<file path="src/rtl/peripheral_str_tx.sv">
// String-RAM to UART transmitter: walks bytes from START_ADDR and sends each as 8N1 until NUL or LEN.
// Define STR_TX_PARITY_EN to insert an even-parity bit between the data bits and the stop bit.
module peripheral_str_tx #(
  parameter int CLK_DIV = 434,
  parameter int RAM_AW  = 8
) (
  input  logic              clk,
  input  logic              rst,
  input  logic              cs,
  input  logic              rd,
  input  logic              wr,
  input  logic [3:0]        addr,
  input  logic [7:0]        dat_in,
  output logic [7:0]        dat_out,
  output logic [RAM_AW-1:0] ram_addr,
  output logic              ram_rd,
  input  logic [7:0]        ram_data,
  output logic              txd,
  output logic              busy,
  output logic [2:0]        dbg_state
);

  typedef enum logic [2:0] {
    S_IDLE, S_FETCH, S_WAIT, S_START, S_DATA, S_PARITY, S_STOP, S_FIN
  } state_t;

  localparam logic [15:0] BAUD_LAST = 16'(CLK_DIV - 1);

  state_t            state_q, state_d;
  logic [RAM_AW-1:0] start_q, start_d;
  logic [RAM_AW-1:0] ptr_q, ptr_d;
  logic [7:0]        len_q, len_d;
  logic [8:0]        cnt_q, cnt_d;
  logic [15:0]       baud_q, baud_d;
  logic [2:0]        bit_q, bit_d;
  logic [7:0]        shift_q, shift_d;
  logic [7:0]        dout_q, dout_d;
  logic              busy_q, busy_d;
  logic              done_q, done_d;
  logic              go_q, go_d;
`ifdef STR_TX_PARITY_EN
  logic              par_q, par_d;
`endif

  logic baud_end;
  logic len_hit;

  always_ff @(posedge clk or negedge rst) begin
    if (!rst) begin
      state_q <= S_IDLE;
      start_q <= '0;
      ptr_q   <= '0;
      len_q   <= '0;
      cnt_q   <= '0;
      baud_q  <= '0;
      bit_q   <= '0;
      shift_q <= '0;
      dout_q  <= '0;
      busy_q  <= 1'b0;
      done_q  <= 1'b0;
      go_q    <= 1'b0;
`ifdef STR_TX_PARITY_EN
      par_q   <= 1'b0;
`endif
    end else begin
      state_q <= state_d;
      start_q <= start_d;
      ptr_q   <= ptr_d;
      len_q   <= len_d;
      cnt_q   <= cnt_d;
      baud_q  <= baud_d;
      bit_q   <= bit_d;
      shift_q <= shift_d;
      dout_q  <= dout_d;
      busy_q  <= busy_d;
      done_q  <= done_d;
      go_q    <= go_d;
`ifdef STR_TX_PARITY_EN
      par_q   <= par_d;
`endif
    end
  end

  // Bus: a register access takes effect on any posedge with cs&wr (write) or cs&rd (read); no wait states.
  always_comb begin
    state_d  = state_q;
    start_d  = start_q;
    ptr_d    = ptr_q;
    len_d    = len_q;
    cnt_d    = cnt_q;
    baud_d   = baud_q;
    bit_d    = bit_q;
    shift_d  = shift_q;
    dout_d   = dout_q;
    busy_d   = busy_q;
    done_d   = done_q;
    go_d     = go_q;
`ifdef STR_TX_PARITY_EN
    par_d    = par_q;
`endif
    baud_end = (baud_q == BAUD_LAST);
    len_hit  = (cnt_q == {1'b0, len_q});

    if (cs && rd) begin
      case (addr)
        4'h0:    dout_d = 8'(start_q);
        4'h2:    dout_d = {6'b0, done_q, busy_q};
        4'h4:    dout_d = len_q;
        default: dout_d = 8'h00;
      endcase
    end

    // GO is latched here and acted on one edge later, which is when busy rises.
    if (cs && wr && !busy_q && !go_q) begin
      case (addr)
        4'h0:    start_d = RAM_AW'(dat_in);
        4'h4:    len_d   = dat_in;
        4'h8:    go_d    = 1'b1;
        default: ;
      endcase
    end

    case (state_q)
      S_IDLE: begin
        if (go_q) begin
          go_d    = 1'b0;
          ptr_d   = start_q;
          cnt_d   = '0;
          done_d  = 1'b0;
          busy_d  = 1'b1;
          state_d = S_FETCH;
        end
      end
      S_FETCH: state_d = len_hit ? S_FIN : S_WAIT;
      S_WAIT: begin
        if (ram_data == 8'h00) begin
          state_d = S_FIN;
        end else begin
          shift_d = ram_data;
          baud_d  = '0;
          bit_d   = '0;
`ifdef STR_TX_PARITY_EN
          par_d   = ^ram_data;
`endif
          state_d = S_START;
        end
      end
      S_START: begin
        if (baud_end) begin
          baud_d  = '0;
          state_d = S_DATA;
        end else begin
          baud_d = baud_q + 16'd1;
        end
      end
      S_DATA: begin
        if (baud_end) begin
          baud_d = '0;
          if (bit_q == 3'd7) begin
`ifdef STR_TX_PARITY_EN
            state_d = S_PARITY;
`else
            state_d = S_STOP;
`endif
          end else begin
            shift_d = shift_q >> 1;
            bit_d   = bit_q + 3'd1;
          end
        end else begin
          baud_d = baud_q + 16'd1;
        end
      end
`ifdef STR_TX_PARITY_EN
      S_PARITY: begin
        if (baud_end) begin
          baud_d  = '0;
          state_d = S_STOP;
        end else begin
          baud_d = baud_q + 16'd1;
        end
      end
`endif
      S_STOP: begin
        if (baud_end) begin
          baud_d  = '0;
          ptr_d   = ptr_q + RAM_AW'(1);
          cnt_d   = cnt_q + 9'd1;
          state_d = S_FETCH;
        end else begin
          baud_d = baud_q + 16'd1;
        end
      end
      S_FIN: begin
        busy_d  = 1'b0;
        done_d  = 1'b1;
        state_d = S_IDLE;
      end
      default: state_d = S_IDLE;
    endcase
  end

  always_comb begin
    txd = 1'b1;
    case (state_q)
      S_START:  txd = 1'b0;
      S_DATA:   txd = shift_q[0];
`ifdef STR_TX_PARITY_EN
      S_PARITY: txd = par_q;
`endif
      default:  txd = 1'b1;
    endcase
  end

  assign ram_rd    = (state_q == S_FETCH) && !len_hit;
  assign ram_addr  = ptr_q;
  assign busy      = busy_q;
  assign dat_out   = dout_q;
  assign dbg_state = state_q;

endmodule
</file>
<file path="config.mk">
export PLATFORM = sky130hd
export DESIGN_NAME = peripheral_str_tx
export DESIGN_NICKNAME = d
export VERILOG_FILES = /design/src/rtl/peripheral_str_tx.sv
export SDC_FILE = /design/constraint.sdc
export NUM_CORES = 1
export LEC_CHECK = 0
export BUFFER_PORTS_ARGS = -buffer_cell sky130_fd_sc_hd__buf_2
export CAP_MARGIN = 20
export CORE_ASPECT_RATIO = 0.75
export CORE_MARGIN = 3
export CORE_UTILIZATION = 55
export CTS_CLUSTER_SIZE = 10
export DETAILED_ROUTE_END_ITERATION = 10
export PLACE_DENSITY = 0.81
export SLEW_MARGIN = 20
export SYNTH_ARGS = -nofsm -noshare
export SYNTH_HDL_FRONTEND = slang
export SYNTH_SLANG_ARGS = --single-unit
</file>
<file path="constraint.sdc">
create_clock -name clk -period 2.61 [get_ports clk]
set_input_delay 0.1305 -clock clk [delete_from_list [all_inputs] [get_ports clk]]
set_output_delay 0.1305 -clock clk [all_outputs]
set_load 0.02 [all_outputs]
</file>
Word level (Yosys, flattened, before mapping)

Cells that the tools add are included.

Bits in registers: 74
Bits of input ports: 25
Logic and storage cells: 93

Add/sub/neg operators: 4
Eq/ne operators: 19
Multiplexer cells: 35
Reduce and logical (&&, ||, !) cells: 23

Operators by type and width:

| cell                  | count |
|---|---|
| $mux 8                | 5 |
| $mux 16               | 2 |
| $pmux 16 s2           | 1 |
| $pmux 8 s2            | 2 |
| $mux 3                | 10 |
| $pmux 8 s3            | 1 |
| $mux 9                | 2 |
| $pmux 3 s6            | 1 |
| $pmux 9 s2            | 1 |
| $add 16x1->16 const B | 1 |
| $eq 16x9->1 const B   | 1 |
| $ne 2x2->1 const B    | 7 |
| $eq 3x3->1 const B    | 4 |
| $add 9x1->9 const B   | 1 |
| $eq 9x8->1            | 1 |
| $add 8x1->8 const B   | 1 |
| $logic_not 8->1       | 1 |
| $reduce_and 2->1      | 4 |
| $reduce_bool 2->1     | 4 |
| $eq 3x2->1 const B    | 2 |
| $mux 1                | 6 |
| $pmux 1 s2            | 3 |
| $pmux 3 s2            | 1 |
| $logic_and 1x1->1     | 5 |
| other kinds (12)      | 14 |

Logic depth before layout (Yosys ltp)

Gate-level depths: netlist (run 1).

Depth in word-level cells: 6
Gate-level depth with buffers: 9
Depth with buffers taken out: 7

Worst setup path before layout (run 1)

No wires, ideal clock.

Kind: register to register
Start point: register baud_q[6]
End point: register bit_q[0]
Library setup time: 125 ps
Arrival: 1865 ps
Setup slack: 620 ps
Stages on the path, launching flop included: 8
Buffers on the path: 2
Period minus slack after synthesis: 1990 ps
Cells stage by stage: dfrtp_1 -> buf_2 -> nor4bb_1 -> and4_1 -> buf_4 -> a22oi_1 -> nor2_2 -> mux2_2

Cells in the longest elaborated chain, start to end: 3

RTL lines:

| what                       | RTL line | text |
|---|---|---|
| start: declaration         | 34       | `logic [15:0] baud_q, baud_d;` |
| start signal: assignment   | 71       | `baud_q <= baud_d;` |
| $eq 16x9->1                | 101      | `baud_end = (baud_q == BAUD_LAST);` |
| $ne 2x2->1 (no line)       | n/a      |  |
| $reduce_and 4->1 (no line) | n/a      |  |
| end signal: assignment     | 72       | `bit_q <= bit_d;` |
| end: declaration           | 35       | `logic [2:0] bit_q, bit_d;` |

Every way passes these cells.
A chain may end at the register's enable or synchronous reset.

Worst setup path in the final report (run 1)

Start point: register baud_q[0]
End point: register baud_q[8]

Cells in the longest elaborated chain, start to end: 3
Elaborated cells between the ends (all ways): 4
Those cells by class: add/sub (1); eq/ne (1); mux (2)

RTL lines:

| what                                         | RTL line      | text |
|---|---|---|
| $add 16x1->16 or $eq 16x9->1 (tied branches) | n/a           |  |
| $mux 16 *                                    | 149, 157, 184 |  |
| $pmux 16 s2 *                                | 123           | `case (state_q)` |

Mark *: on every way between the ends. The rest lies on a longest branch, timed or not.

==> qor.csv, run 1 <==
stage;metric;value;unit
route;drt-total-wl;9.17;mm
sta;max_slew.worst_pin.slew;0.928;ns
global_route;antenna_found_initial;0;
pwr;peakVddDrop;0.290;mV
yosys;synth_flop_cell;dfrtp_1;
critical_path;crit_fanout;15;
cells_and_area;nFillCells;568;
critical_path;crit_path_end_kind;flop;
route;route.detailed.drc;0;
yosys;synth_cell_types;57;
floorplan;dieWidth;104;um
clock_network;clk_latency;0.35;ns
critical_path;regToRegSetupSlack;0.26;ns
clock_network;cts_num_sinks;74;
route;dr.pass1.iters;5;
placed_design;placed_area;0.00430;mm^2
clock_network;path_clk_slew;0.08;ns
placed_design;gp_congestion;0.872;
sta;grt_setup_unrepaired;false;
clock_network;numCtsBuffers;9;
global_route;grt_pass1_vias;3182;
yosys;syn_area_per_cell;9.44;um^2
placed_design;io_buffers;46;
yosys;synth_nets;447;
yosys;synth-edff-count;0;
hold_path;hp-start;dat_in[4];
clock_network;cts_tree;yes;
global_route;grt_usage;23.8;%
cells_and_area;fin_nets;499;
route;wire_per_inst;16.1;um
route;dr_total_vias;3309;
pwr;p_leak;2.13;nW
yosys;synth_warnings;0;
floorplan;io_pins;47;
sta;fmax;425;MHz
floorplan;dieArea;0.00820;mm^2
critical_path;r2r-end;baud_q[8]$_DFFE_PN0P_;
hold_path;whs_endpoint;len_q[4]$_DFFE_PN0P_;
floorplan;std_cell_rows;26;
run;cap_violations;0;
yosys;ys_seq_area_share;47.2;%
critical_path;path_class;flop to flop;
clock_network;ctsResizeCount;0;
global_route;grt_overflow_total;0;
route;vias_per_cell;5.80;
yosys;ys_ff_latch;74;
sta;hold-worst-slack;0.0226;ns
pwr;power_density;470;mW/mm^2
hold_path;hp-class;input port to flop;
clock_network;cts_root_buf;clkbuf_8;
route;initialDrtViolationCount;237;
cells_and_area;drive_gt1_share;22.2;%
clock_network;htreeDepth;3;
yosys;postSynth.asyncResetShare;100;%
cells_and_area;diodes;0;
critical_path;arrival;2.63;ns
sta;hold_viol;0;
clock_network;cts_buffer_depth;2;
route;drtAntennaViolNets;0;
critical_path;worstPathRequired;2.89;ns
yosys;synthCells;416;
pwr;p_total;0.00212;W
sta;skew;0.0102;ns
sta;maxSlewViolCount;0;
sta;period_share;90.1;%
critical_path;cp-start-kind;flop;
cells_and_area;fin_area;0.00451;mm^2
critical_path;worstRegToRegCells;7;
cells_and_area;finalNonFillerCells;571;
floorplan;initial_core_util;57.2;%
cells_and_area;syn_to_final_growth;14.9;%
sta;setup_viol;0;
placed_design;dp.cells;554;
global_route;grt_pass1_wl;15.7;mm
sta;setup_tns;0;ns
critical_path;r2r-start;baud_q[0]$_DFFE_PN0P_;
floorplan;die_h;79.2;um
sta;finalCriticalPeriod;2.35;ns
hold_path;hold_depth;2;
global_route;grt_max_degree;49;
sta;slew_headroom;37.9;%
yosys;syn_area;0.00393;mm^2
floorplan;core;0.00686;mm^2
outcome;run_status;finished clean;
placed_design;hpwl;6.74;mm
[report_power, final]
part | internal, W | total [W] | switching [W]
registers | 0.00115 | 0.00115 | 0.00000160
logic | 0.0000238 | 0.0000681 | 0.0000442
clock network | 0.000448 | 0.000904 | 0.000457
[worst max-delay path, stage by stage, from the launching register on]
cell	delay [ns]
dfrtp_1	0.44
ha_1	0.23
nor3b_1	0.14
and4_1	0.22
buf_4	0.17
nor2_1	0.71
a41oi_1	0.23
a21oi_1	0.16
[worst max path at each step]
stage | from | cells after the start | slack, ns | to
final | baud_q[0]$_DFFE_PN0P_ | 7 | 0.26 | baud_q[8]$_DFFE_PN0P_
after global routing | baud_q[0]$_DFFE_PN0P_ | 7 | 0.02 | baud_q[8]$_DFFE_PN0P_
after CTS | baud_q[0]$_DFFE_PN0P_ | 7 | 0.27 | baud_q[8]$_DFFE_PN0P_
after detailed placement | baud_q[0]$_DFFE_PN0P_ | 7 | 0.33 | baud_q[8]$_DFFE_PN0P_
after global placement | baud_q[0]$_DFFE_PN0P_ | 7 | 0.36 | baud_q[8]$_DFFE_PN0P_
after floorplan | baud_q[6]$_DFFE_PN0P_ | 7 | 0.62 | bit_q[0]$_DFFE_PN0P_
[flip-flops by register name (all words and copies together), names as in the netlist]
register,count
baud_q,16
dat_out,8
busy,1
bit_q,3
done_q,1
ram_addr,8
dbg_state,3
len_q,8
shift_q,8
cnt_q,9
start_q,8
go_q,1
[synthesized netlist by cell type (2+ instances only)]
master / instances / share of area, %
mux2i_1: 9 / 2.3
nor4b_1: 2 / 0.45
nand2_1: 70 / 6.7
nor4_1: 6 / 0.96
nand3b_1: 2 / 0.38
dfrtp_1: 74 / 47
ha_1: 6 / 1.9
o22ai_1: 3 / 0.48
xnor2_1: 8 / 1.8
and3_1: 5 / 0.80
xor2_1: 3 / 0.67
or3_1: 7 / 1.1
inv_1: 8 / 0.76
nor2b_1: 3 / 0.48
nand3_1: 21 / 2.7
nor2_1: 16 / 1.5
a31oi_1: 3 / 0.48
nand2b_1: 2 / 0.32
a21oi_1: 29 / 3.7
mux2_2: 24 / 6.9
o31ai_1: 8 / 1.5
or4_1: 2 / 0.38
a2bb2oi_1: 4 / 0.89
a22o_1: 3 / 0.67
nor3b_1: 2 / 0.38
clkbuf_1: 11 / 1.1
o21ai_0: 38 / 4.8
nor3_1: 13 / 1.7
nand4_1: 4 / 0.64
buf_2: 3 / 0.38
[placed cells by master (no fill, tap or decap), drive strengths merged, types with 2 or more instances in the layout]
master | Yosys | routed
ha | 6 | 6
xnor2 | 8 | 8
and3 | 5 | 5
o21ai | 39 | 39
nor4b | 3 | 3
nand4 | 4 | 4
a22o | 3 | 3
clkbuf | 11 | 9
xor2 | 3 | 3
o31ai | 8 | 8
mux2 | 24 | 24
clkinvlp | 0 | 2
mux2i | 9 | 9
a31oi | 3 | 3
nor3b | 2 | 2
clkinv | 0 | 2
nand3b | 2 | 2
o22ai | 3 | 3
nand2b | 2 | 2
nand3 | 21 | 21
nor4 | 7 | 7
nor2 | 17 | 17
a2bb2oi | 4 | 4
a21oi | 30 | 30
dfrtp | 74 | 74
nor2b | 3 | 3
nor3 | 13 | 13
buf | 5 | 56
nand2 | 70 | 70
or4 | 2 | 2
inv | 8 | 10
or3 | 7 | 7
[through the flow]
step                worst slack, ns  utilization, %
CTS                           0.275            65.7
global route                 0.0246            65.7
detailed placement            0.327            62.6
global placement              0.362            62.6
finish                        0.259            65.7
floorplan                     0.620               -
[what timing repair did]
item,4_1_cts,5_1_grt
buffers inserted,0,0
hold buffers,1,0
endpoints found under the hold margin,26,0
[per-layer routing]
metal  GRT usage [%]  wire length, um  vias up
met5               0                0        -
met4            6.11               90        0
met3            6.26              606       12
met2            37.3             4260       98
met1            33.2             4210     1583
li1                -                -     1616
[kinds of logic after synthesis]
kind of cell,after synthesis,share of synthesized area [%]
adders and majority gates,7,2.17
xor gates and xnor gates,11,2.45
muxes,33,9.18
and+or+nand+nor,165,20.8
DFF,74,47.2
AOI/OAI and AO/OA,102,15.7
buffers and inverters,24,2.49
[layout make-up]
type,count,area (um^2),share of cell area [%]
clock buffers,9,124,2.74
clock inverters,7,76.3,1.69
inverters,8,30.0,0.665
multi-input cells,318,1980,43.9
flip-flops and latches,74,1850,41.0
well taps,98,123,2.72
repair buffers,57,328,7.26
(Power assumes the default switching activity.)
==> run 2: changes to the inputs <==
Clock period 2.61 ns to 2.3 ns, I/O delays scaled along.
==> run 2 against run 1 <==
  * Global-route usage is 0.26 points higher
  * Sequential cell count stayed put
  * Sequential power is 13% higher
  * Largest cell class unchanged
  * Highest routed layer unchanged
==> qor.csv, run 2 (synthesized netlist as in run 1, its figures left out) <==
stage;metric;value;unit;change
outcome;run_status;finished clean;;
clock_network;numCtsBuffers;9;;unchanged
run;cap_violations;0;;unchanged
sta;skew;0.00874;ns;-0.00141 ns
critical_path;arrival;2.42;ns;-0.21 ns
critical_path;cpMaxStageDelayCell;dfrtp_1;;
floorplan;dieArea;0.00820;mm^2;unchanged
route;dr.pass1.iters;4;;-1
route;drtAntennaViolNets;0;;unchanged
critical_path;cp-start-kind;flop;;
clock_network;cts_buffer_depth;2;;unchanged
critical_path;path_class;flop to flop;;
critical_path;worstRegToRegCells;6;;-1
floorplan;die_h;79.2;um;unchanged
cells_and_area;multi_input_area;0.00199;mm^2;+0.57%
floorplan;initial_core_util;57.2;%;unchanged
placed_design;gp_congestion;0.841;;-3.6%
pwr;p_leak;2.18;nW;+2.5%
global_route;grt_pass1_wl;16.0;mm;+2.0%
cells_and_area;drive_gt1_share;24.3;%;+2.1 points
critical_path;crit_fanout;10;;-5
pwr;peakVddDrop;0.384;mV;+32%
cells_and_area;final_common_cell;dfrtp_1;;
sta;hold-worst-slack;0.0124;ns;-0.0102 ns
sta;period_share;93.1;%;+3.1 points
global_route;grt_max_degree;75;;+53%
critical_path;r2r-end;baud_q[15]$_DFFE_PN0P_;;
cells_and_area;regMostFlops;baud_q;;
critical_path;crit_family;simple AND/OR/NAND/NOR gates;;
critical_path;r2r-start;dbg_state[2]$_DFFE_PN0P_;;
route;wire_per_inst;16.3;um;+1.5%
cells_and_area;diodes;0;;unchanged
clock_network;cts_num_sinks;74;;unchanged
sta;setup_viol;0;;unchanged
floorplan;std_cell_rows;26;;unchanged
clock_network;htreeDepth;3;;unchanged
cells_and_area;regArea;0.00185;mm^2;about the same
critical_path;critPathLaunch;dbg_state[2]$_DFFE_PN0P_;;
cells_and_area;nFillCells;563;;-0.88%
cells_and_area;largest_register_ffs;16;;unchanged
global_route;grt_usage;24.0;%;+0.26 points
clock_network;path_clk_slew;0.08;ns;about the same
hold_path;hold_depth;2;;unchanged
sta;fmax;467;MHz;+9.7%
pwr;power_density;545;mW/mm^2;+16%
sta;grt_setup_unrepaired;false;;
cells_and_area;fin_nets;507;;+1.6%
route;drt-total-wl;9.43;mm;+2.9%
floorplan;core;0.00686;mm^2;unchanged
route;vias_per_cell;5.94;;+2.4%
cells_and_area;largestRegisters;baud_q: 16 flops, cnt_q: 9 flops;;
critical_path;cpPeakStageDelay;0.51;ns;-0.20 ns
sta;setup_tns;0;ns;unchanged
global_route;grt_pass1_vias;3280;;+3.1%
global_route;antenna_found_initial;0;;unchanged
placed_design;hpwl;6.74;mm;about the same
hold_path;hp-start;dat_in[5];;
sta;max_slew.worst_pin.slew;0.740;ns;-0.188 ns
route;dr_total_vias;3437;;+3.9%
floorplan;io_pins;47;;unchanged
critical_path;crit_path_end_kind;flop;;
clock_network;post_cts.repair.setup_buffers;0;;unchanged
sta;slew_headroom;50.6;%;+13 points
clock_network;cts_root_buf;clkbuf_8;;
sta;finalCriticalPeriod;2.14;ns;-0.209 ns
hold_path;whs_endpoint;start_q[5]$_DFFE_PN0P_;;
route;initialDrtViolationCount;261;;+10%
critical_path;regToRegSetupSlack;0.16;ns;-0.10 ns
critical_path;crit_buf_inv;1;;unchanged
hold_path;hp-class;input port to flop;;
route;route.detailed.drc;0;;unchanged
critical_path;worstPathCellList;nor2b_1 > a21oi_1 > buf_4 > or2_2 > or3_1 > nand3_1;;
global_route;grt_overflow_total;0;;unchanged
floorplan;dieWidth;104;um;unchanged
cells_and_area;final_cell_mix;73 x dfrtp_1, 70 x nand2_1, 46 x buf_2;;
clock_network;clk_latency;0.35;ns;about the same
placed_design;io_buffers;46;;unchanged
cells_and_area;syn_to_final_growth;17.4;%;
critical_path;worstPathRequired;2.58;ns;-0.31 ns
sta;maxSlewViolCount;0;;unchanged
clock_network;cts_tree;yes;;
sta;hold_viol;0;;unchanged
==> run 2: worst max-delay path by stage <==
stage	end	cells after the start	slack [ns]
after global routing	baud_q[12]$_DFFE_PN0P_	6	0.01
after CTS	baud_q[8]$_DFFE_PN0P_	6	0.04
after detailed placement	baud_q[8]$_DFFE_PN0P_	6	0.07
final	baud_q[15]$_DFFE_PN0P_	6	0.16
after floorplan	bit_q[0]$_DFFE_PN0P_	7	0.31
after global placement	baud_q[8]$_DFFE_PN0P_	6	0.16
==> run 2: timing repair <==
| item | 4_1_cts | 5_1_grt |
|---|---|---|
| setup endpoints to repair | 0 | 21 |
| hold buffers | 1 | 0 |
| endpoints found under the hold margin | 74 | 0 |
| resized for setup | 0 | 5 |
==> run 2: metal layers <==
metal | track usage, % | wire length, um
met1 | 34.1 | 4340
met2 | 37.4 | 4340
met3 | 4.55 | 615
met4 | 8.23 | 132
met5 | 0 | 0
==> run 2: layout make-up <==
| class | instances | share of cell area (%) |
|---|---|---|
| Clock buffer | 9 | 2.69 |
| Clock inverter | 7 | 2.14 |
| Inverter | 8 | 0.652 |
| Multi-Input combinational cell | 318 | 43.2 |
| Sequential cell | 74 | 40.2 |
| Tap cell | 98 | 2.66 |
| Timing Repair Buffer | 65 | 8.42 |
==> run 2: through the flow <==
stage | area, um^2 | utilization [%] | setup WS, ns | power [W] | cells
finish | 4610 | 67.1 | 0.158 | 0.00251 | 579
global route | 4610 | 67.1 | 0.0132 | 0.00261 | 579
CTS | 4590 | 66.9 | 0.0398 | 0.00253 | 579
detailed placement | 4360 | 63.5 | 0.0711 | 0.00141 | 562
global placement | 4360 | 63.5 | 0.157 | 0.00140 | 562
floorplan | 3930 | - | 0.310 | 0.00134 | 416
==> run 2: power breakdown <==
group | switching (W) | internal [W]
sequential | 0.00000188 | 0.00130
combinational | 0.0000490 | 0.0000280
clock | 0.000510 | 0.000620
==> run 3: changes to the inputs <==
Settings changed: REMOVE_ABC_BUFFERS set to 1.
==> run 3 against run 2 <==
  * Final cell count up 1.2%
  * Fmax shrank 2.4%
  * Sequential share of layout area down 0.23 points
  * Hold slack about the same
==> qor.csv, run 3 (synthesized netlist as in run 1, its figures left out) <==
stage;metric;value;unit;change
cells_and_area;regMostFlops;baud_q;;
route;drt-total-wl;9.65;mm;+2.3%
sta;period_share;95.4;%;+2.3 points
critical_path;cp-start-kind;flop;;
placed_design;gp_congestion;0.910;;+8.2%
sta;grt_setup_unrepaired;false;;
critical_path;r2r-end;shift_q[5]$_DFFE_PN0P_;;
route;dr.pass1.iters;5;;+1
clock_network;cts_num_sinks;74;;unchanged
floorplan;std_cell_rows;26;;unchanged
critical_path;worstPathRequired;2.55;ns;-0.03 ns
placed_design;dp.cells;562;;unchanged
critical_path;regToRegSetupSlack;0.11;ns;-0.05 ns
sta;setup_viol;0;;unchanged
pwr;power_density;509;mW/mm^2;-6.6%
sta;hold_viol;0;;unchanged
critical_path;crit_family;simple AND/OR/NAND/NOR gates;;
critical_path;crit_path_end_kind;flop;;
cells_and_area;largest_register_ffs;16;;unchanged
critical_path;crit_buf_inv;1;;unchanged
route;wire_per_inst;16.5;um;+1.1%
cells_and_area;finalNonFillerCells;586;;+1.2%
placed_design;hpwl;6.68;mm;-0.85%
floorplan;die_h;79.2;um;unchanged
cells_and_area;final_cell_mix;74 x dfrtp_1, 70 x nand2_1, 46 x buf_2;;
critical_path;r2r-start;baud_q[1]$_DFFE_PN0P_;;
global_route;grt_overflow_total;0;;unchanged
outcome;run_status;finished clean;;
floorplan;io_pins;47;;unchanged
critical_path;arrival;2.44;ns;+0.02 ns
critical_path;path_class;flop to flop;;
global_route;grt_max_degree;75;;unchanged
cells_and_area;largestRegisters;baud_q: 16 flops, cnt_q: 9 flops;;
route;initialDrtViolationCount;289;;+11%
pwr;peakVddDrop;0.332;mV;-14%
critical_path;crit_cells;7;;+1
clock_network;cts_buffer_depth;2;;unchanged
clock_network;cts_root_buf;clkbuf_8;;
clock_network;post_cts.repair.setup_buffers;0;;unchanged
sta;slew_headroom;50.2;%;-0.40 points
global_route;antenna_found_initial;0;;unchanged
pwr;p_leak;2.19;nW;+0.43%
global_route;grt_pass1_wl;16.1;mm;+0.26%
cells_and_area;final_common_cell;dfrtp_1;;
sta;fmax;456;MHz;-2.4%
placed_design;io_buffers;46;;unchanged
sta;maxSlewViolCount;0;;unchanged
hold_path;hp-class;input port to flop;;
floorplan;dieArea;0.00820;mm^2;unchanged
cells_and_area;drive_gt1_share;23.4;%;-0.96 points
cells_and_area;syn_to_final_growth;18.0;%;
floorplan;initial_core_util;57.2;%;unchanged
route;vias_per_cell;5.91;;-0.50%
clock_network;clk_latency;0.37;ns;+0.02 ns
sta;finalCriticalPeriod;2.19;ns;+0.0526 ns
critical_path;worstPathCellList;inv_1 > ha_1 > nor3b_1 > and4_1 > a22oi_1 > nor2_2 > mux2_2;;
clock_network;cts_tree;yes;;
clock_network;numCtsBuffers;9;;unchanged
critical_path;endpoint;shift_q[5]$_DFFE_PN0P_;;
sta;max_slew.worst_pin.slew;0.746;ns;+0.00607 ns
floorplan;dieWidth;104;um;unchanged
cells_and_area;fin_area;0.00463;mm^2;+0.52%
cells_and_area;diodes;0;;unchanged
run;cap_violations;0;;unchanged
critical_path;cpMaxStageDelayCell;dfrtp_1;;
route;drtAntennaViolNets;0;;unchanged
critical_path;critPathLaunch;baud_q[1]$_DFFE_PN0P_;;
critical_path;worstRegToRegCells;7;;+1
clock_network;path_clk_slew;0.09;ns;about the same
critical_path;crit_fanout;8;;-2
global_route;grt_usage;24.5;%;+0.51 points
route;route.detailed.drc;0;;unchanged
floorplan;core;0.00686;mm^2;unchanged
critical_path;cpPeakStageDelay;0.43;ns;-0.08 ns
clock_network;htreeDepth;3;;unchanged
placed_design;placed_area;0.00436;mm^2;unchanged
sta;skew;0.0124;ns;+0.00369 ns
global_route;grt_pass1_vias;3282;;+0.061%
cells_and_area;fin_nets;514;;+1.4%
route;dr_total_vias;3461;;+0.70%
-- run 3: worst min-delay path by stage --
stage | startpoint | end | slack [ns] | depth (start not counted)
5_1_grt | dat_in[3] | len_q[3]$_DFFE_PN0P_ | 0.008 | 2
2_1_floorplan | rst | baud_q[0]$_DFFE_PN0P_ | -0.18 | 0
3_5_place_dp | rst | busy$_DFFE_PN0P_ | 0.18 | 2
4_1_cts | dat_in[3] | len_q[3]$_DFFE_PN0P_ | 0.006 | 2
6_report | dat_in[3] | start_q[3]$_DFFE_PN0P_ | 0.01 | 2
3_3_place_gp | rst | dat_out[1]$_DFFE_PN0P_ | 0.18 | 2
-- run 3: cell type report --
type                       instances  area [um^2]
tap                               98          123
sequential                        74         1850
inverter                           8         30.0
multi-input combinational        318         1980
clock buffer                       9          124
timing repair buffer              72          458
fill                             525         2230
clock inverter                     7         62.6
-- run 3: repair_timing --
item                       CTS  global route
hold endpoints to repair    82             0
gates resized for setup      1             0
hold buffers                 8             0
setup endpoints to repair    1             0
-- run 3: stage by stage --
stage	TNS [ns]	total power, W	utilization [%]	setup WS [ns]	hold slack, ns
finish	0	0.00236	67.5	0.105	0.0125
global route	0	0.00244	67.5	0.00473	0.00824
CTS	0	0.00236	67.4	0.0890	0.00619
detailed placement	-0.0212	0.00141	63.5	-0.0212	0.179
global placement	0	0.00140	63.5	0.136	0.180
floorplan	-0.0807	0.00134	-	-0.0101	-0.181
-- run 3: power by group --
part           internal, W  switching, W  leakage, nW
clock             0.000412      0.000555       0.0923
sequential         0.00130    0.00000218         1.01
combinational    0.0000358     0.0000513         1.09
-- run 3: layer usage --
layer / track usage [%] / share of wire [%] / vias up
met5: 0 / 0 / -
met2: 39.4 / 46 / 110
met4: 9.30 / 2.3 / 0
met3: 4.63 / 5.5 / 22
met1: 33.6 / 46 / 1677
li1: - / - / 1652
